## src/rtl/stripes_weight_serializer.sv

```systemverilog
// -----------------------------------------------------------------------------
// stripes_weight_serializer
//
// Transmit side of the bit-serial Stripes MAC interface. The block accepts one
// vector of VEC_LENGTH signed weights per valid/ready beat. It then issues that
// vector to the MAC one bit-column per cycle, starting with the LSB. The issue
// timing matches the MAC's two-stage pipeline: a psum register followed by the
// accumulator.
//
// Ports:
//   clk             clock
//   reset           synchronous, active-high
//   w_valid         weight beat valid
//   w_ready         serializer can accept a beat this cycle
//   w_in            VEC_LENGTH signed weights, lane j at [j*DATA_WIDTH +: DATA_WIDTH]
//   w_load          sideband captured with the beat; 1 = start tile from accum_prev
//   mac_en          MAC enable (registered)
//   mac_w_bit       current weight bit per lane (registered)
//   mac_column_idx  current bit index (registered)
//   mac_is_msb      current column is the sign bit (registered)
//   mac_load_accum  MAC selects accum_prev this cycle (registered)
//   done            one-cycle pulse, MAC result valid this cycle (registered)
//   busy            serializer not idle (registered)
// -----------------------------------------------------------------------------
module stripes_weight_serializer #(
  parameter int DATA_WIDTH = 8,
  parameter int VEC_LENGTH = 16
) (
  input  logic                             clk,
  input  logic                             reset,
  input  logic                             w_valid,
  output logic                             w_ready,
  input  logic [VEC_LENGTH*DATA_WIDTH-1:0] w_in,
  input  logic                             w_load,
  output logic                             mac_en,
  output logic [VEC_LENGTH-1:0]            mac_w_bit,
  output logic [2:0]                       mac_column_idx,
  output logic                             mac_is_msb,
  output logic                             mac_load_accum,
  output logic                             done,
  output logic                             busy
);

  localparam logic [1:0] IDLE  = 2'd0;
  localparam logic [1:0] SHIFT = 2'd1;
  localparam logic [1:0] DRAIN = 2'd2;

  localparam logic [2:0] LAST_COL = 3'(DATA_WIDTH - 1);

  logic [1:0]                       state_r;
  logic [2:0]                       bit_cnt_r;
  logic [VEC_LENGTH*DATA_WIDTH-1:0] w_hold_r;
  logic                             load_hold_r;
  logic                             done_pend_r;

  logic                             accept_s;
  logic [1:0]                       state_next_s;
  logic [2:0]                       cnt_next_s;
  logic [VEC_LENGTH*DATA_WIDTH-1:0] hold_next_s;
  logic                             load_next_s;
  logic [VEC_LENGTH-1:0]            col_bits_s;

  // A beat can be taken when idle, during the drain cycle, or on the last
  // column so that consecutive tiles run without a bubble.
  assign w_ready = (state_r == IDLE) || (state_r == DRAIN) ||
                   ((state_r == SHIFT) && (bit_cnt_r == LAST_COL));

  assign accept_s = w_valid && w_ready;

  // Holding register only changes on an accepted beat.
  assign hold_next_s = accept_s ? w_in : w_hold_r;
  assign load_next_s = accept_s ? w_load : load_hold_r;

  // Next-state and bit counter logic.
  always_comb begin
    state_next_s = state_r;
    cnt_next_s   = bit_cnt_r;
    case (state_r)
      IDLE: begin
        if (accept_s) begin
          state_next_s = SHIFT;
          cnt_next_s   = 3'd0;
        end else begin
          state_next_s = IDLE;
          cnt_next_s   = 3'd0;
        end
      end
      SHIFT: begin
        if (bit_cnt_r == LAST_COL) begin
          if (accept_s) begin
            state_next_s = SHIFT;
            cnt_next_s   = 3'd0;
          end else begin
            state_next_s = DRAIN;
            cnt_next_s   = 3'd0;
          end
        end else begin
          state_next_s = SHIFT;
          cnt_next_s   = bit_cnt_r + 3'd1;
        end
      end
      DRAIN: begin
        if (accept_s) begin
          state_next_s = SHIFT;
          cnt_next_s   = 3'd0;
        end else begin
          state_next_s = IDLE;
          cnt_next_s   = 3'd0;
        end
      end
      default: begin
        state_next_s = IDLE;
        cnt_next_s   = 3'd0;
      end
    endcase
  end

  // The outputs are registered, so the column is selected from the values the
  // holding register and counter will have next cycle. Shifting each lane avoids
  // a variable bit-select.
  for (genvar g = 0; g < VEC_LENGTH; g++) begin : g_lane
    logic [DATA_WIDTH-1:0] lane_s;
    assign lane_s        = hold_next_s[g*DATA_WIDTH +: DATA_WIDTH] >> cnt_next_s;
    assign col_bits_s[g] = lane_s[0];
  end

  // State, holding register and registered MAC-side outputs.
  always_ff @(posedge clk) begin
    if (reset) begin
      state_r        <= IDLE;
      bit_cnt_r      <= 3'd0;
      w_hold_r       <= {(VEC_LENGTH*DATA_WIDTH){1'b0}};
      load_hold_r    <= 1'b0;
      done_pend_r    <= 1'b0;
      mac_en         <= 1'b0;
      mac_w_bit      <= {VEC_LENGTH{1'b0}};
      mac_column_idx <= 3'd0;
      mac_is_msb     <= 1'b0;
      mac_load_accum <= 1'b0;
      done           <= 1'b0;
      busy           <= 1'b0;
    end else begin
      state_r        <= state_next_s;
      bit_cnt_r      <= cnt_next_s;
      w_hold_r       <= hold_next_s;
      load_hold_r    <= load_next_s;
      mac_en         <= (state_next_s != IDLE);
      busy           <= (state_next_s != IDLE);
      // DRAIN issues zero bits so the MAC's psum register flushes to 0.
      mac_w_bit      <= (state_next_s == SHIFT) ? col_bits_s : {VEC_LENGTH{1'b0}};
      mac_column_idx <= (state_next_s == SHIFT) ? cnt_next_s : 3'd0;
      mac_is_msb     <= (state_next_s == SHIFT) && (cnt_next_s == LAST_COL);
      // Column 0 is in the psum stage during the following cycle, which is when
      // the accumulator must select accum_prev.
      mac_load_accum <= (state_r == SHIFT) && (bit_cnt_r == 3'd0) && load_hold_r;
      // The last column needs psum and then accumulator, so the result is
      // valid two cycles after that column is issued.
      done_pend_r    <= (state_r == SHIFT) && (bit_cnt_r == LAST_COL);
      done           <= done_pend_r;
    end
  end

endmodule

```

## config.mk

```make
export PLATFORM = sky130hd
export DESIGN_NAME = stripes_weight_serializer
export DESIGN_NICKNAME = d
export VERILOG_FILES = /design/src/rtl/stripes_weight_serializer.sv
export SDC_FILE = /design/constraint.sdc
export NUM_CORES = 1
export LEC_CHECK = 0
export CORE_MARGIN = 2
export CORE_UTILIZATION = 51
export DETAILED_ROUTE_END_ITERATION = 16
export PLACE_DENSITY = 0.81
export SLEW_MARGIN = 20
export SYNTH_ARGS = -nofsm -noshare
export SYNTH_HDL_FRONTEND = slang
export SYNTH_SLANG_ARGS = --single-unit
```

## constraint.sdc

```tcl
create_clock -name clk -period 2.91 [get_ports clk]
set_input_delay 0.873 -clock clk [delete_from_list [all_inputs] [get_ports clk]]
set_output_delay 0.873 -clock clk [all_outputs]
set_load 0.005 [all_outputs]
```

* Word level (Yosys, flattened, before mapping)
Index checks and enable logic that the tools add are counted.
** Word-level totals
- Flip-flop bits (word level) :: 158
- Input port bits :: 132
- Output and inout bits :: 25
- Word-level logic and storage cells :: 53
** Cells by class
- Add/subtract/negate cells :: 1
- Equality and inequality tests :: 5
- Shifts and indexed selects :: 16
- Mux-type cells :: 7
- Bitwise logic cells :: 1
- Reductions and logical operators :: 12
** Operators by type and width (count)
- two-way mux 128 bit :: 1
- right shift 8 x 3 -> 1 bit :: 16
- == test 3 bit, second input constant :: 2
- two-way mux 3 bit :: 2
- logical AND 1 bit :: 5
- == test 2 x 1 -> 1 bit, second input constant :: 2
- two-way mux 2 bit :: 2
- one-hot mux 2 bit (2 select lines) :: 1
- OR reduction 2 bit :: 2
- adder 3 x 1 -> 3 bit, second input constant :: 1
- logical NOT 3 bit :: 1
- == test 2 bit, second input constant :: 1
- logical NOT 2 bit :: 1
- logical OR 1 bit :: 2
- nonzero test 2 bit :: 1
- two-way mux 1 bit :: 1
- NOT 1 bit :: 1

* Logic depth before layout (Yosys ltp)
Gate-level depths: netlist of the first run.
- Depth in word-level cells :: 10
- Depth in mapped cells :: 11
- Gate-level depth less buffers :: 7

* Worst setup path before layout of the first run
No wires, ideal clock.
- Path kind :: flip-flop to flip-flop
- From :: register bit_cnt_r[0]
- To :: register mac_w_bit[13]
- Library setup time :: 0.120 ns
- Arrival :: 2.271 ns
- Data required time :: 2.790 ns
- Path slack :: 0.520 ns
- Cell stages (with the launch flop) :: 10
- Path buffers :: 3
- Period minus slack after synthesis :: 2.390 ns
- Cells stage by stage :: dfxtp_1 > ha_1 > ha_1 > buf_6 > nor4b_2 > buf_6 > buf_12 > mux4_2 > a22o_1 > a211o_1
** On the way
- Longest elaborated chain between the ends :: 10
- Elaborated cells on any way between the ends :: 16
- Those cells by class :: 1 x add/sub; 2 x eq/ne; 1 x shift; 7 x mux; 1 x bitwise; 4 x reduce/logical
** RTL lines
- start: declaration :: RTL line 51 : logic [2:0] bit_cnt_r;
- start signal: assignment :: RTL line 144 : bit_cnt_r <= cnt_next_s;
- == test 3 bit :: RTL line 66, 89
- logical AND 1 bit :: RTL line 66 : ((state_r == SHIFT) && (bit_cnt_r == LAST_COL));
- logical OR 1 bit :: RTL line 65 : assign w_ready = (state_r == IDLE) || (state_r == DRAIN) ||
- logical AND 1 bit :: RTL line 68 : assign accept_s = w_valid && w_ready;
- two-way mux 2 bit :: RTL line 90 : if (accept_s) begin
- two-way mux 2 bit :: RTL line 89 : if (bit_cnt_r == LAST_COL) begin
- one-hot mux 2 bit (2 select lines) :: RTL line 78 : case (state_r)
- == test 2 x 1 -> 1 bit :: RTL line 150 : mac_w_bit <= (state_next_s == SHIFT) ? col_bits_s : {VEC_LENGTH{1'b0}};
- NOT 1 bit (no line)
- OR reduction 2 bit (no line)
- end signal: assignment :: RTL line 136 : mac_w_bit <= {VEC_LENGTH{1'b0}};
- end signal: assignment :: RTL line 150
- end: declaration :: RTL line 36 : output logic [VEC_LENGTH-1:0] mac_w_bit,
Several ways; a longest one is shown, not always the timed one.
A chain may end at the register's enable or synchronous reset.

* Worst setup path in the final report of the first run
- From :: register bit_cnt_r[0]
- To :: output port w_ready
** On the way
- Longest elaborated chain between the ends :: 3
** RTL lines
- == test 3 bit :: RTL line 66
- logical AND 1 bit :: RTL line 66
- logical OR 1 bit :: RTL line 65
- end: declaration :: RTL line 32 : output logic w_ready,
No other way between the ends.

==> impl_metrics.yaml, run 1 <==
synthesis:
  yosysWarnings: 0
  syn_area_um2: 7110
  yosys.cell_types.count: 48
  yosysSeqAreaShare: 0.445
  synth_edf_count: 0
  synth_nets: 970
  synth_seq_cells: 158
  async_reset_ff_frac: 0
  synth_flop_cell: "dfxtp_1"
  syn_avg_cell_area_um2: 8.51
  syn_inst: 835
drt:
  drt_iter0_drc: 716
  ant_nets: 0
  first_pass_iters: 5
  viasPerCell: 5.73
  wl_per_cell_um: 18.2
  wirelength_mm: 21.2
  drc: 0
  vias: 6655
job:
  maxCapViolCount: 0
min_path:
  holdCritPathClass: "reg2reg"
  min_from: "done_pend_r$_SDFF_PP0_"
timing:
  hold_ws_ns: 0.434
  setup_slack_ns: 0.0834
  setup_viol: 0
  final_max_slew_viol_count: 0
  fin_crit_sh: 0.971
  max_slew_margin: 0.436
  hold_viol: 0
  min_period_ns: 2.83
  worstMarginPinSlew_ns: 0.846
  fin_skew_ns: 0.00731
  clock.fmax_mhz: 354
final_layout:
  finalCoreUtilization: 0.690
  fin_cells: 1162
  synthToLayoutAreaGrowth_pct: 33.7
  drive_above_1_share: 0.0876
  register_area_um2: 3160
  nets: 1105
  multiInputGateArea_um2: 3590
  antenna-diode-count: 0
  fill_cells: 1117
pwr:
  vdd_drop_max_mv: 0.498
  leakage_nw: 3.83
  p_per_area_nw_per_um2: 566
  total_power_w: 0.00538
global_routing:
  grt_pass1_vias: 6203
  antenna_found_initial: 0
  grt.overflow.total: 0
  grt_max_degree: 58
  grt_usage: 0.285
  grt_pass1_wl_mm: 32.5
worst_setup_path:
  r2r-start: "bit_cnt_r[0]$_SDFF_PP0_"
  critPathLaunch: "bit_cnt_r[0]$_SDFF_PP0_"
  worstPathArrival_ns: 1.95
  endpoint_kind: "output pin"
  cp-start-kind: "register"
  worst_ep_required_time_ns: 2.04
  crit_type: "reg2out"
  r2r_setup_slack_ns: 0.26
  crit_fanout: 9
clocking:
  clock_sinks: 158
  h-tree-depth: 4
  insertion_delay_ns: 0.42
  cts_tree: "yes"
  cts_max_path_buffers: 2
  clk_pin_slew_ns: 0.06
  cts-root-buf: "clkbuf_16"
  numCtsBuffers: 17
placed_design:
  hpwl_mm: 14.9
  io_buffer_count: 156
  gp_congestion: 0.899
  place_ws_ns: 0.0277
  dp_cells: 1131
floorplanning:
  pin_count: 157
  die_w_um: 122
  dieHeight_um: 122
  coreArea_um2: 13800
  fp-row-count: 43
  die-area_um2: 14900
  initial_core_util: 0.516
status:
  status: "completed"
==> path summary, 6_finish.rpt <==
kind / to / cells past startpoint
max: w_ready / 5
min: done$_SDFF_PP0_ / 1
max reg2reg: mac_w_bit[0]$_SDFF_PP0_ / 9
min reg2reg: done$_SDFF_PP0_ / 1
==> synthesized netlist by cell type, drive strengths merged (12+ instances only) <==
cell type	instances	share of area
a21oi	107	0.075
nand2	171	0.091
buf	30	0.030
o21ai	51	0.036
o21a	30	0.032
mux2i	59	0.083
a211oi	19	0.021
a221o	13	0.018
dfxtp	158	0.44
nor2	41	0.022
o221ai	12	0.015
and3	30	0.026
clkbuf	45	0.024
a211o	15	0.018
==> metrics by stage <==
| step | area, µm² | TNS, ns |
|---|---|---|
| 2_1_floorplan | 7110 | 0 |
| 3_3_place_gp | 8890 | 0 |
| 3_5_place_dp | 8890 | 0 |
| 6_report | 9510 | 0 |
| 5_1_grt | 9510 | -0.00770 |
| 4_1_cts | 9500 | 0 |
==> what timing repair did <==
item,CTS,global route
hold buffers,0,0
setup endpoints to repair,1,1
buffers inserted,0,0
resized for setup,2,1
==> where the power goes <==
part           switching [W]  internal, W  total [W]  leakage [nW]
Clock               0.000861      0.00138    0.00224         0.294
Sequential         0.0000573      0.00229    0.00234          1.30
Combinational       0.000384     0.000410   0.000794          2.24
==> sequential cells by signal (all words and copies together), names as in the netlist, 2 cells and up <==
name and cells:
w_hold_r 128, mac_w_bit 16, bit_cnt_r 3, state_r 2, mac_column_idx 3
==> routing by layer <==
layer / share of wire / GRT usage / vias up
met5: 0 / 0 / -
met4: 0.025 / 0.0955 / 0
met3: 0.078 / 0.0651 / 36
met2: 0.48 / 0.464 / 276
met1: 0.42 / 0.374 / 3135
li1: - / - / 3208
==> cells by family (layout without fill, tap and decap cells) <==
| logic type | after synthesis | after routing | synth area share |
|---|---|---|---|
| flops | 158 | 158 | 0.445 |
| fa+ha+maj | 3 | 3 | 0.00528 |
| buf+inv | 82 | 229 | 0.0572 |
| mux | 63 | 63 | 0.0942 |
| simple gates | 264 | 264 | 0.163 |
| compound gates | 265 | 265 | 0.235 |
==> cell type report <==
class                   count  share of cell area
clock inverters            12              0.0151
flip-flops and latches    158               0.333
repair buffers            191               0.201
multi-input cells         595               0.377
clock buffers              19              0.0476
well taps                 180              0.0237
inverters                   7             0.00276
==> cells in the final DEF (no fill, tap or decap), types with 3 or more instances in the layout <==
master           count
a21oi_1            106
o21a_1              30
o21ai_0             41
nand2_1            170
clkdlybuf4s50_1    155
a211o_1             15
o221ai_1            12
mux2i_1             59
nor2_1              41
o21ai_1              9
clkinv_2             6
a211oi_1            17
nand3_1              3
buf_12               7
a31oi_1              6
nand3b_1             3
and3_1              30
bufinv_16            3
buf_4               28
clkbuf_16           17
dfxtp_1            157
and2_1               3
mux4_2               3
a221o_1             13
o22ai_1              3
inv_1                5
==> critical path, stage by stage (launching register included) <==
cell             delay (ns)
dfxtp_1                0.35
ha_1                   0.23
ha_4                   0.20
nand2b_4               0.14
nand2_1                0.11
clkdlybuf4s50_1        0.50
(Power assumes the default switching activity.)
==> inputs of run 2 (changes only) <==
CORE_UTILIZATION = 52   (was 51)
CTS_BUF_LIST = sky130_fd_sc_hd__clkbuf_8   (was unset)
PLACE_DENSITY = 0.82   (was 0.81)
SKIP_LAST_GASP = 1   (was unset)
TNS_END_PERCENT = 10   (was unset)
==> run 2 against run 1 <==
  * Clock skew is 0.0035 ns higher
  * Die area is 1.9% lower
  * Sequential power hardly changed
  * Final cell count is 0.34% lower
  * Fmax is 0.88% higher
  * First-iteration DRC count is 7.0% lower
  * Largest cell class unchanged
  * Worst hold slack better by 0.022 ns
  * Critical path type unchanged
  * Setup slack better by 0.025 ns
  * Critical endpoint unchanged
==> impl_metrics.yaml, run 2 (same netlist as run 1, synthesis figures left out) <==
final_layout:
  final_common_cell: "nand2_1"
  final_cell_mix: "170 x nand2_1, 157 x dfxtp_1, 155 x clkdlybuf4s50_1"
  synthToLayoutAreaGrowth_pct: 31.2
  drive_above_1_share: 0.0866
  regMostFlops: "w_hold_r"
  reg.largest.list: "w_hold_r x128, mac_w_bit x16"
  antenna-diode-count: 0
  nets: 1104
  largest_register_ffs: 128
  fin_cells: 1158
timing:
  setup_slack_ns: 0.108
  final_max_slew_viol_count: 0
  setup_viol: 0
  fin_setup_tns_ns: 0
  hold_ws_ns: 0.456
  rsz0062_at_grt: "no"
  clock.fmax_mhz: 357
  min_period_ns: 2.80
  hold_viol: 0
  fin_skew_ns: 0.0108
  worstMarginPinSlew_ns: 0.519
  max_slew_margin: 0.654
  fin_crit_sh: 0.963
floorplanning:
  fp-row-count: 42
  coreArea_um2: 13300
  die-area_um2: 14600
  initial_core_util: 0.535
  dieHeight_um: 121
  die_w_um: 121
  pin_count: 157
global_routing:
  gr-usage-met1: 0.408
  grt_pass1_vias: 6044
  grt.overflow.total: 0
  grt_usage: 0.287
  antenna_found_initial: 0
  gr-usage-met2: 0.426
  grt_pass1_wl_mm: 32.2
  met3_usage: 0.0522
  busiest_layer: "met2"
  grt_max_degree: 98
clocking:
  cts-root-buf: "clkbuf_8"
  clock_sinks: 158
  cts_max_path_buffers: 2
  numCtsBuffers: 17
  post_cts.repair.setup_buffers: 0
  clk_pin_slew_ns: 0.08
  insertion_delay_ns: 0.46
  cts_tree: "yes"
  h-tree-depth: 4
drt:
  vias: 6603
  wl_per_cell_um: 18.0
  drc: 0
  viasPerCell: 5.70
  wirelength_mm: 20.8
  drt_iter0_drc: 666
  first_pass_iters: 5
  ant_nets: 0
worst_setup_path:
  cp-start-kind: "register"
  crit_type: "reg2out"
  worstPathArrival_ns: 1.93
  endpoint_kind: "output pin"
  crit_fanout: 12
  worst_ep_required_time_ns: 2.04
pwr:
  leakage_nw: 3.75
  p_per_area_nw_per_um2: 528
  vdd_drop_max_mv: 0.315
placed_design:
  gp_congestion: 0.921
  hpwl_mm: 14.6
  place_ws_ns: 0.00639
  io_buffer_count: 156
  dp_cells: 1126
min_path:
  holdCritPathClass: "reg2reg"
job:
  maxCapViolCount: 0
status:
  status: "completed"
==> run 2: routing by layer <==
layer / up-vias / routed length (µm) / part of all wire
met5: - / 0 / 0
met2: 262 / 9250 / 0.44
li1: 3221 / - / -
met4: 0 / 681 / 0.033
met3: 42 / 1660 / 0.080
met1: 3078 / 9200 / 0.44
==> run 2: final cells by class <==
cell class	instances	area [µm²]
fillers	1034	3970
multi-input cells	595	3580
flip-flops and latches	158	3160
repair buffers	190	1890
clock buffers	19	262
well taps	176	220
clock inverters	13	185
inverters	7	26.3
==> run 2: path summary, 6_finish.rpt <==
| check | endpoint | cells after the start | startpoint | slack (ns) |
|---|---|---|---|---|
| setup / recovery | w_ready | 3 | state_r[1]$_SDFF_PP0_ | 0.11 |
| hold / removal | w_hold_r[8]$_SDFF_PP0_ | 2 | w_hold_r[8]$_SDFF_PP0_ | 0.46 |
| setup reg to reg | mac_w_bit[11]$_SDFF_PP0_ | 8 | bit_cnt_r[0]$_SDFF_PP0_ | 0.49 |
| hold reg to reg | w_hold_r[8]$_SDFF_PP0_ | 2 | w_hold_r[8]$_SDFF_PP0_ | 0.46 |
==> run 2: per-stage QoR <==
step | total power, W | cell area (µm²) | utilization
final | 0.00493 | 9330 | 0.701
after CTS | 0.00493 | 9320 | 0.701
after floorplan | 0.00280 | 7110 | -
after detailed placement | 0.00315 | 8870 | 0.667
after global routing | 0.00510 | 9330 | 0.701
after global placement | 0.00314 | 8870 | 0.667
==> run 2: timing repair <==
item | 4_1_cts | 5_1_grt
resized for setup | 1 | 1
setup endpoints to repair | 1 | 1
hold buffers | 0 | 0
==> run 2: power by group <==
part | total [W] | internal (W) | switching (W)
logic | 0.000786 | 0.000403 | 0.000383
registers | 0.00233 | 0.00228 | 0.0000480
clock network | 0.00181 | 0.000984 | 0.000828
==> run 2: critical path: stages, from the launching register on <==
cell             delay [ns]
dfxtp_1                0.65
nand2b_2               0.27
nand2_1                0.09
clkdlybuf4s50_1        0.47
==> inputs of run 3 (changes only) <==
CELL_PAD_IN_SITES_DETAIL_PLACEMENT = 1   (was unset)
CELL_PAD_IN_SITES_GLOBAL_PLACEMENT = 2   (was unset)
CORE_UTILIZATION = 31   (was 52)
PLACE_DENSITY = unset   (was 0.82)
PLACE_DENSITY_LB_ADDON = 0.1   (was unset)
SLEW_MARGIN = unset   (was 20)
==> run 3 against run 2 <==
  * Utilization fell by 28 points
  * Sequential power about the same
  * Clock-buffer cell count stayed put
  * Final cell count is 10% higher
  * Critical path type unchanged
  * Non-clock buffer count grew 12
  * Die area increased by 65%
  * Flip-flop and latch count unchanged
  * Highest routed layer unchanged
==> impl_metrics.yaml, run 3 (same netlist as run 1, synthesis figures left out) <==
clocking:
  cts-root-buf: "clkbuf_8"
  insertion_delay_ns: 0.46
  clock_sinks: 158
  ctsHoldBuffers: 0
  numCtsBuffers: 17
  cts_tree: "yes"
  h-tree-depth: 4
  cts_max_path_buffers: 2
  clk_pin_slew_ns: 0.09
final_layout:
  synthToLayoutAreaGrowth_pct: 34.1
  final_cell_mix: "170 x nand2_1, 157 x dfxtp_1, 155 x clkdlybuf4s50_1"
  drive_above_1_share: 0.0966
  nets: 1116
  regMostFlops: "w_hold_r"
  antenna-diode-count: 0
  final_common_cell: "nand2_1"
  largest_register_ffs: 128
  reg.largest.list: "w_hold_r x128, mac_w_bit x16"
  finalCoreUtilization: 0.422
drt:
  wl_per_cell_um: 19.7
  viasPerCell: 5.23
  vias: 6693
  wirelength_mm: 25.2
  ant_nets: 0
  drc: 0
  first_pass_iters: 5
  drt_iter0_drc: 275
timing:
  worstMarginPinSlew_ns: 0.695
  fin_skew_ns: 0.0112
  hold_viol: 0
  fin_crit_sh: 0.956
  setup_viol: 0
  min_period_ns: 2.78
  rsz0062_at_grt: "no"
  max_slew_margin: 0.535
  clock.fmax_mhz: 359
  final_max_slew_viol_count: 0
  setup_slack_ns: 0.128
job:
  maxCapViolCount: 0
floorplanning:
  initial_core_util: 0.315
  die-area_um2: 24200
  fp-row-count: 55
  die_w_um: 155
  dieHeight_um: 155
  coreArea_um2: 22600
  pin_count: 157
global_routing:
  grt_pass1_wl_mm: 39.5
  grt_usage: 0.211
  grt_max_degree: 52
  grt.overflow.total: 0
  antenna_found_initial: 0
  grt_pass1_vias: 7078
placed_design:
  hpwl_mm: 17.9
  gp_congestion: 0.796
  place_ws_ns: -0.218
  io_buffer_count: 156
worst_setup_path:
  worstRegToRegCells: 9
  worst_ep_required_time_ns: 2.04
  crit_fanout: 6
  cp-start-kind: "register"
  r2r_setup_slack_ns: 0.34
  crit_type: "reg2out"
  r2r-end: "mac_w_bit[0]$_SDFF_PP0_"
  r2r-start: "bit_cnt_r[0]$_SDFF_PP0_"
  endpoint_kind: "output pin"
  worstPathArrival_ns: 1.91
min_path:
  min_from: "w_hold_r[70]$_SDFF_PP0_"
  holdPathEnd: "w_hold_r[70]$_SDFF_PP0_"
  whs_path_depth: 2
  holdCritPathClass: "reg2reg"
status:
  status: "completed"
pwr:
  p_per_area_nw_per_um2: 506
  vdd_drop_max_mv: 0.224
  leakage_nw: 3.79
run 3: cell types whose count changed in the layout (fill, tap and decap cells not counted), sizes merged:
cell	previous run	this run
clkinvlp	1	5
buf	35	47
bufinv	4	2
clkinv	4	2
run 3: layer usage:
metal,up-vias,GRT usage,share of wire
met1,3297,0.274,0.46
met4,0,0.0590,0.018
li1,3228,-,-
met2,145,0.360,0.49
met5,-,0,0
met3,23,0.0396,0.031
run 3: through the flow:
step	area [µm²]	hold slack (ns)	total power [W]	setup TNS, ns	instances
2_1_floorplan	7110	0.414	0.00280	0	835
3_3_place_gp	9100	0.440	0.00317	-0.416	1245
3_5_place_dp	9100	0.446	0.00320	-1.44	1245
4_1_cts	9520	0.458	0.00489	0	1277
5_1_grt	9530	0.478	0.00506	0	1279
6_report	9530	0.457	0.00483	0	1279
run 3: area by class of cell:
cell class	instances	area, µm²
clock buffers	19	262
clock inverters	13	140
fillers	2630	13000
inverters	7	26.3
multi-input cells	595	3590
flip-flops and latches	158	3160
well taps	285	357
repair buffers	202	1990
run 3: critical path: stages, from the launching register on:
cell	delay [ns]
dfxtp_1	0.35
ha_1	0.19
ha_4	0.18
nand2b_2	0.13
nand2_1	0.11
clkdlybuf4s50_1	0.50
run 3: how the worst max path moves through the flow:
| stage | from | to | slack [ns] | depth (start not counted) |
|---|---|---|---|---|
| 6_report | bit_cnt_r[0]$_SDFF_PP0_ | w_ready | 0.13 | 5 |
| 3_5_place_dp | w_valid | mac_w_bit[0]$_SDFF_PP0_ | -0.22 | 7 |
| 4_1_cts | bit_cnt_r[0]$_SDFF_PP0_ | w_ready | 0.06 | 5 |
| 3_3_place_gp | w_valid | mac_w_bit[0]$_SDFF_PP0_ | -0.16 | 7 |
| 2_1_floorplan | bit_cnt_r[0]$_SDFF_PP0_ | mac_w_bit[13]$_SDFF_PP0_ | 0.52 | 9 |
| 5_1_grt | bit_cnt_r[0]$_SDFF_PP0_ | w_ready | 0.03 | 5 |
run 3: report_power, final:
part           switching, W  leakage (nW)  internal [W]
clock network      0.000869         0.194      0.000809
logic              0.000398          2.30      0.000415
registers         0.0000527          1.30       0.00228
total               0.00132          3.79       0.00351
run 3: repair_timing:
action / 4_1_cts / 5_1_grt
hold endpoints to repair: 0 / 0
resized for setup: 2 / 0
setup endpoints to repair: 1 / 1
buffers inserted: 0 / 2
